`src/rtl/mc_pkg.sv`:
```
// Shared encodings for the handshaked multicycle datapath: ALU operations,
// immediate formats, operand/result selects and the memory-access FSM state.
package mc_pkg;

  typedef enum logic [2:0] {
    ALU_ADD  = 3'b000,
    ALU_SUB  = 3'b001,
    ALU_AND  = 3'b010,
    ALU_OR   = 3'b011,
    ALU_SLT  = 3'b100,
    ALU_XOR  = 3'b101,
    ALU_SLTU = 3'b110,
    ALU_SLL  = 3'b111
  } aluop_e;

  typedef enum logic [2:0] {
    IMM_I = 3'b000,
    IMM_S = 3'b001,
    IMM_B = 3'b010,
    IMM_J = 3'b011,
    IMM_U = 3'b100
  } immsrc_e;

  typedef enum logic [1:0] {
    SRCA_PC    = 2'b00,
    SRCA_OLDPC = 2'b01,
    SRCA_AREG  = 2'b10,
    SRCA_ZERO  = 2'b11
  } srca_e;

  typedef enum logic [1:0] {
    SRCB_BREG = 2'b00,
    SRCB_IMM  = 2'b01,
    SRCB_FOUR = 2'b10,
    SRCB_ZERO = 2'b11
  } srcb_e;

  typedef enum logic [1:0] {
    RES_ALUOUT = 2'b00,
    RES_ALU    = 2'b01,
    RES_MDR    = 2'b10,
    RES_IMM    = 2'b11
  } ressrc_e;

  typedef enum logic [1:0] {
    MEM_IDLE = 2'b00,
    MEM_REQ  = 2'b01,
    MEM_DONE = 2'b10
  } memst_e;

endpackage

```
`src/rtl/mc_regfile.sv`:
```
// Architectural register file: two combinational read ports, one write port,
// entry 0 hardwired to zero (never written, always reads zero).
module mc_regfile #(
  parameter int XLEN  = 32,
  parameter int NREGS = 32
) (
  input  logic                     clk,
  input  logic                     rst,
  input  logic                     we,
  input  logic [$clog2(NREGS)-1:0] ra1,
  input  logic [$clog2(NREGS)-1:0] ra2,
  input  logic [$clog2(NREGS)-1:0] wa,
  input  logic [XLEN-1:0]          wd,
  output logic [XLEN-1:0]          rd1,
  output logic [XLEN-1:0]          rd2
);

  logic [XLEN-1:0] regs [NREGS];

  // Register storage; writes aimed at index 0 are dropped.
  always_ff @(posedge clk or negedge rst) begin
    if (!rst) begin
      for (int unsigned i = 0; i < NREGS; i++) regs[i] <= '0;
    end else if (we && (wa != '0)) begin
      regs[wa] <= wd;
    end
  end

  // Read ports with index 0 forced to zero.
  always_comb begin
    rd1 = (ra1 == '0) ? '0 : regs[ra1];
    rd2 = (ra2 == '0) ? '0 : regs[ra2];
  end

endmodule

```
`src/rtl/mc_datapath_hs.sv`:
```
// Parametrised multicycle RISC-V datapath with a valid/ready memory port.
// A small FSM owns the bus so the controller can tolerate memory wait states.
module mc_datapath_hs
  import mc_pkg::*;
#(
  parameter int              XLEN     = 32,
  parameter int              NREGS    = 32,
  parameter logic [XLEN-1:0] RESET_PC = '0
) (
  input  logic            clk,
  input  logic            rst,
  input  logic            pcen,
  input  logic            adrsrc,
  input  logic            memreq,
  input  logic            memwrite,
  input  logic            irwrite,
  input  logic            regwrite,
  input  logic [1:0]      alusrca,
  input  logic [1:0]      alusrcb,
  input  logic [2:0]      aluop,
  input  logic [1:0]      resultsrc,
  input  logic [2:0]      immsrc,
  output logic            memdone,
  output logic            membusy,
  output logic            zer,
  output logic            neg,
  output logic [6:0]      opcode,
  output logic [2:0]      func3,
  output logic [6:0]      func7,
  output logic [XLEN-1:0] mem_addr,
  output logic [XLEN-1:0] mem_wdata,
  output logic            mem_we,
  output logic            mem_valid,
  input  logic            mem_ready,
  input  logic [XLEN-1:0] mem_rdata
);

  localparam int RW = $clog2(NREGS);
  localparam int SW = $clog2(XLEN);

  memst_e          state;
  logic            irw_q;
  logic [XLEN-1:0] pc, oldpc, mdr, a_reg, b_reg, alu_out;
  logic [31:0]     ir;
  logic [XLEN-1:0] rd1, rd2, imm, src_a, src_b, alu_res, result;
  logic            rd_complete;

  assign opcode = ir[6:0];
  assign func3  = ir[14:12];
  assign func7  = ir[31:25];

  // A read finishes on the REQ edge that sees mem_ready with a non-write access.
  assign rd_complete = (state == MEM_REQ) && mem_ready && !mem_we;

  mc_regfile #(
    .XLEN  (XLEN),
    .NREGS (NREGS)
  ) u_rf (
    .clk (clk),
    .rst (rst),
    .we  (regwrite),
    .ra1 (ir[15 +: RW]),
    .ra2 (ir[20 +: RW]),
    .wa  (ir[7 +: RW]),
    .wd  (result),
    .rd1 (rd1),
    .rd2 (rd2)
  );

  // Immediate decode, every format sign-extended to XLEN.
  always_comb begin
    imm = '0;
    case (immsrc_e'(immsrc))
      IMM_I:   imm = XLEN'($signed(ir[31:20]));
      IMM_S:   imm = XLEN'($signed({ir[31:25], ir[11:7]}));
      IMM_B:   imm = XLEN'($signed({ir[31], ir[7], ir[30:25], ir[11:8], 1'b0}));
      IMM_J:   imm = XLEN'($signed({ir[31], ir[19:12], ir[20], ir[30:21], 1'b0}));
      IMM_U:   imm = XLEN'($signed({ir[31:12], 12'b0}));
      default: imm = '0;
    endcase
  end

  // ALU operand selection.
  always_comb begin
    src_a = '0;
    case (srca_e'(alusrca))
      SRCA_PC:    src_a = pc;
      SRCA_OLDPC: src_a = oldpc;
      SRCA_AREG:  src_a = a_reg;
      SRCA_ZERO:  src_a = '0;
      default:    src_a = '0;
    endcase
    src_b = '0;
    case (srcb_e'(alusrcb))
      SRCB_BREG: src_b = b_reg;
      SRCB_IMM:  src_b = imm;
      SRCB_FOUR: src_b = XLEN'(4);
      SRCB_ZERO: src_b = '0;
      default:   src_b = '0;
    endcase
  end

  // Combinational ALU.
  always_comb begin
    alu_res = '0;
    case (aluop_e'(aluop))
      ALU_ADD:  alu_res = src_a + src_b;
      ALU_SUB:  alu_res = src_a - src_b;
      ALU_AND:  alu_res = src_a & src_b;
      ALU_OR:   alu_res = src_a | src_b;
      ALU_SLT:  alu_res[0] = $signed(src_a) < $signed(src_b);
      ALU_XOR:  alu_res = src_a ^ src_b;
      ALU_SLTU: alu_res[0] = src_a < src_b;
      ALU_SLL:  alu_res = src_a << src_b[SW-1:0];
      default:  alu_res = '0;
    endcase
  end

  assign zer = (alu_res == '0);
  assign neg = alu_res[XLEN-1];

  // Result bus selection.
  always_comb begin
    result = '0;
    case (ressrc_e'(resultsrc))
      RES_ALUOUT: result = alu_out;
      RES_ALU:    result = alu_res;
      RES_MDR:    result = mdr;
      RES_IMM:    result = imm;
      default:    result = '0;
    endcase
  end

  // Architectural and pipeline registers; IR/OLDPC/MDR only move on read completion.
  always_ff @(posedge clk or negedge rst) begin
    if (!rst) begin
      pc      <= RESET_PC;
      oldpc   <= '0;
      mdr     <= '0;
      ir      <= '0;
      a_reg   <= '0;
      b_reg   <= '0;
      alu_out <= '0;
    end else begin
      a_reg   <= rd1;
      b_reg   <= rd2;
      alu_out <= alu_res;
      if (pcen) pc <= result;
      if (rd_complete) begin
        mdr <= mem_rdata;
        if (irw_q) begin
          ir    <= mem_rdata[31:0];
          oldpc <= pc;
        end
      end
    end
  end

  // Memory-access FSM with registered bus outputs; accepts a new request in DONE.
  always_ff @(posedge clk or negedge rst) begin
    if (!rst) begin
      state     <= MEM_IDLE;
      mem_valid <= 1'b0;
      mem_we    <= 1'b0;
      membusy   <= 1'b0;
      memdone   <= 1'b0;
      mem_addr  <= '0;
      mem_wdata <= '0;
      irw_q     <= 1'b0;
    end else begin
      memdone <= 1'b0;
      case (state)
        MEM_IDLE, MEM_DONE: begin
          if (memreq) begin
            state     <= MEM_REQ;
            mem_addr  <= adrsrc ? result : pc;
            mem_wdata <= b_reg;
            mem_we    <= memwrite;
            irw_q     <= irwrite;
            mem_valid <= 1'b1;
            membusy   <= 1'b1;
          end else begin
            state <= MEM_IDLE;
          end
        end
        MEM_REQ: begin
          if (mem_ready) begin
            state     <= MEM_DONE;
            mem_valid <= 1'b0;
            mem_we    <= 1'b0;
            membusy   <= 1'b0;
            memdone   <= 1'b1;
          end
        end
        default: state <= MEM_IDLE;
      endcase
    end
  end

endmodule

```
`config.mk`:
```
export PLATFORM = sky130hd
export DESIGN_NAME = mc_datapath_hs
export DESIGN_NICKNAME = d
export VERILOG_FILES = /design/src/rtl/mc_pkg.sv /design/src/rtl/mc_regfile.sv /design/src/rtl/mc_datapath_hs.sv
export SDC_FILE = /design/constraint.sdc
export NUM_CORES = 2
export LEC_CHECK = 0
export BUFFER_PORTS_ARGS = -buffer_cell sky130_fd_sc_hd__clkbuf_2
export CAP_MARGIN = 20
export CORE_AREA = 2 2 426 428
export DETAILED_ROUTE_END_ITERATION = 7
export DIE_AREA = 0 0 428 430
export RECOVER_POWER = 100
export REMOVE_ABC_BUFFERS = 1
export SLEW_MARGIN = 25
export SYNTH_ARGS = -nofsm -noshare
export SYNTH_HDL_FRONTEND = slang
export SYNTH_SLANG_ARGS = --single-unit
```
`constraint.sdc`:
```
create_clock -name clk -period 10.29 [get_ports clk]
set_input_delay 2.058 -clock clk [delete_from_list [all_inputs] [get_ports clk]]
set_output_delay 2.058 -clock clk [all_outputs]
set_load 0.02 [all_outputs]
```
==> flow_summary.json <==
{
  "skew_ns": 0.0484,
  "drt-met1-wl_mm": 103,
  "wl_met2_mm": 118,
  "grt_overflow": 0,
  "cts-htree-levels": 4,
  "core_mm2": 0.180,
  "ys_top_cells_by_area": "dfrtp_1 (46%), mux4_2 (20%), o21ai_0 (7.4%), nand2_1 (6.5%), mux2i_1 (3.2%)",
  "ctsHoldBuffers": 0,
  "dpl.hpwl_mm": 162,
  "die_area_mm2": 0.184,
  "fin_total_pwr_mw": 24.4,
  "grt_max_degree": 197,
  "irDropWorstVdd_uv": 224,
  "synth-edff-count": 0,
  "die_x_um": 428,
  "fmax_ghz": 0.0983,
  "synth_top_area_cell": "dfrtp_1",
  "cp_data_required_time_ns": 8.23,
  "largest_reg_flops": 1024,
  "power_frac_clock": 0.219,
  "hold_viol_final": 0,
  "async_flop_share": 1.00,
  "max_stage_delay_ns": 0.64,
  "yosysSeqAreaShare": 0.462,
  "dr.pass1.iters": 7,
  "initial_core_util": 0.397,
  "synth_cell_types": 95,
  "status": "finished, violations left",
  "synth_warnings": 0,
  "vias": 53400,
  "clockBufferDepth": 3,
  "syn-cell-area_mm2": 0.0713,
  "power.switching_mw": 9.68,
  "cts_buffers": 145,
  "track_usage": 0.277,
  "area_delta_synth_final_pct": 10.3,
  "p_sw_frac": 0.397,
  "cts_tree": "yes",
  "violations": "capacitance limit, slew limit",
  "stdcell_area_mm2": 0.0787,
  "insertion_delay_ns": 0.82,
  "hold_slack_ns": 0.392,
  "die_y_um": 430,
  "grt_pass1_wl_mm": 376,
  "finalMaxSlewViolations": 1454,
  "port_buffers": 139,
  "regMostFlops": "u_rf.regs",
  "path_clk_slew_ns": 0.06,
  "holdCritPathClass": "reg2reg",
  "antenna_found_initial": 15,
  "wl_met3_mm": 19.6,
  "crit_chain": "clkbuf_2, nor2b_1, clkbuf_1, a21oi_1, o22a_1, a211oi_1, ha_1, nand2_1, o21ai_0, mux2i_1, a21oi_1, o31ai_1, nor4_1, nand2_1, nor4_1, and4_1, nand4_1, nor4_2, buf_4, clkbuf_2",
  "maxCapViolCount": 36,
  "slowest_stage": "a211oi_1",
  "ys_ff_latch": 1318,
  "clock_sinks": 1318,
  "drive_above_1_share": 0.196,
  "arrival_ns": 8.12,
  "grt_pass1_vias": 52700,
  "cp-start-kind": "primary input",
  "io_pins": 140,
  "fin_nets": 6376,
  "fp-row-count": 156,
  "drt_first_iter_violations": 5848,
  "leakage_nw": 33.9,
  "placed_cells": 8443,
  "worst_pin_slew_ns": 7.16,
  "p_int_mw": 14.7,
  "wirelength_mm": 256,
  "seq_power_share": 0.366,
  "post-route-period-util": 0.989,
  "avgSynthCellArea_um2": 11.1,
  "viasPerCell": 6.13,
  "cts_setup_buffers": 0,
  "cts_root_buf": "clkbuf_16",
  "post_dp_cell_area_mm2": 0.0742,
  "p_per_area_mw_per_mm2": 310,
  "drc_errors": 0,
  "crit_path_end_kind": "primary output",
  "worstSetupPathType": "in2out",
  "synth_top_area_share": 0.462,
  "power_frac_comb": 0.415,
  "setup_viol": 0,
  "rsz0062_at_grt": "false",
  "gp_congestion": 0.987,
  "stdcell_count": 8710,
  "netlist_instances": 6416,
  "yosys_most_used_dff": "dfrtp_1",
  "path_max_fanout": 14,
  "ant_nets": 0,
  "fin_crit_ns": 10.18,
  "wl_per_cell_um": 29.4,
  "slew_headroom": -3.77,
  "highest-signal-layer": "met5"
}
## critical path, delay by kind of cell
family | cells | cell delay [ns]
AOI/OAI and AO/OA | 6 | 1.75
adders and majority gates | 1 | 0.57
and+or+nand+nor | 8 | 2.68
muxes | 1 | 0.15
buffers and inverters | 4 | 0.87
## Yosys cell counts (8+ instances only)
cell type	number
buf_2	10
o21ai_0	1050
nor2_1	212
o21ai_2	10
or4_1	8
a22oi_1	18
buf_6	8
xnor2_1	16
mux2i_1	226
o211ai_1	22
nor4_1	10
a211oi_1	42
nor3_1	41
nand2b_1	18
buf_1	82
and2_1	8
inv_1	137
a31oi_1	15
a221o_1	12
a21o_1	24
clkbuf_1	510
nand3_1	20
a21oi_1	150
clkbuf_2	10
o31ai_1	20
o221ai_1	16
and3_1	9
ha_1	98
nor2b_1	31
o21bai_1	11
mux2_2	136
o21a_1	10
o22a_1	10
o21ai_1	21
nand2_1	1231
dfrtp_1	1318
or3_1	9
mux4_2	644
buf_4	21
o2bb2ai_1	35
## layout by cell type, fill, tap and decap left out, drive strengths merged, types with 12 or more instances in the layout
master	n
a31oi	16
o21ai	1082
a21oi	150
o221ai	16
clkinv	22
nor2	212
mux2	138
ha	98
xnor2	17
o31ai	20
buf	114
nand3	20
a22oi	18
inv	146
o2bb2ai	35
nand2b	18
mux2i	226
nor2b	31
nand2	1232
o211ai	22
a211oi	43
dfrtp	1318
mux4	644
nor3	41
clkbuf	401
a21o	24
a221o	12
## metal layers
| metal | global-route usage | vias to the layer above |
|---|---|---|
| li1 | - | 22800 |
| met2 | 0.431 | 2418 |
| met3 | 0.0457 | 600 |
| met1 | 0.374 | 27600 |
| met5 | 0 | - |
| met4 | 0.149 | 2 |
## cell type report
type	count	area [um^2]
fill	16700	101000
multi-input combinational	4317	35600
sequential	1318	33000
clock buffer	215	4270
tap	2370	2970
timing repair buffer	301	1780
clock inverter	40	544
inverter	140	526
antenna	9	22.5
## what timing repair did
action	CTS	global route
resized for setup	0	6
hold endpoints to repair	0	0
setup endpoints to repair	0	1
## metrics by stage
step                      setup slack (ns)  utilization  setup TNS (ns)
after floorplan                      -6.29            -        -4126.00
after global placement               0.122        0.413               0
after detailed placement             0.208        0.413               0
after CTS                            0.170        0.440               0
after global routing                0.0111        0.438               0
final                                0.114        0.438               0
## cell families (layout without fill, tap and decap cells)
group | count (synthesis) | in the layout | synth area share
buf+inv | 781 | 696 | 0.0434
xor+xnor | 22 | 22 | 0.00296
flops | 1318 | 1318 | 0.462
compound gates | 1552 | 1552 | 0.124
mux | 1008 | 1008 | 0.257
simple gates | 1635 | 1635 | 0.0925
fa+ha+maj | 100 | 100 | 0.0178
other cells | 0 | 9 | 0
## power groups by stage
| stage | registers, mW | clock network, mW | logic [mW] |
|---|---|---|---|
| 6_report | 8.91 | 5.34 | 10.1 |
| 2_1_floorplan | 9.07 | 0 | 6.95 |
| 3_3_place_gp | 8.78 | 0 | 9.94 |
| 3_5_place_dp | 8.92 | 0 | 10.1 |
| 5_1_grt | 9.09 | 5.61 | 10.8 |
| 4_1_cts | 8.85 | 5.40 | 10.1 |
## path summary, 6_finish.rpt
path                            cells after the start  slack (ns)            from              to
worst max-delay path                               20        0.11       immsrc[2]             zer
worst min-delay path                                0        0.39  u_rf.regs[994]  u_rf.regs[994]
worst max register to register                      7        1.77          ir[15]       a_reg[30]
worst min register to register                      0        0.39  u_rf.regs[994]  u_rf.regs[994]
max in group asynchronous                           2        1.64             rst          ir[21]
min in group asynchronous                           1        4.05             rst  u_rf.regs[235]
Note: power is estimated with default switching activity, not from simulation.
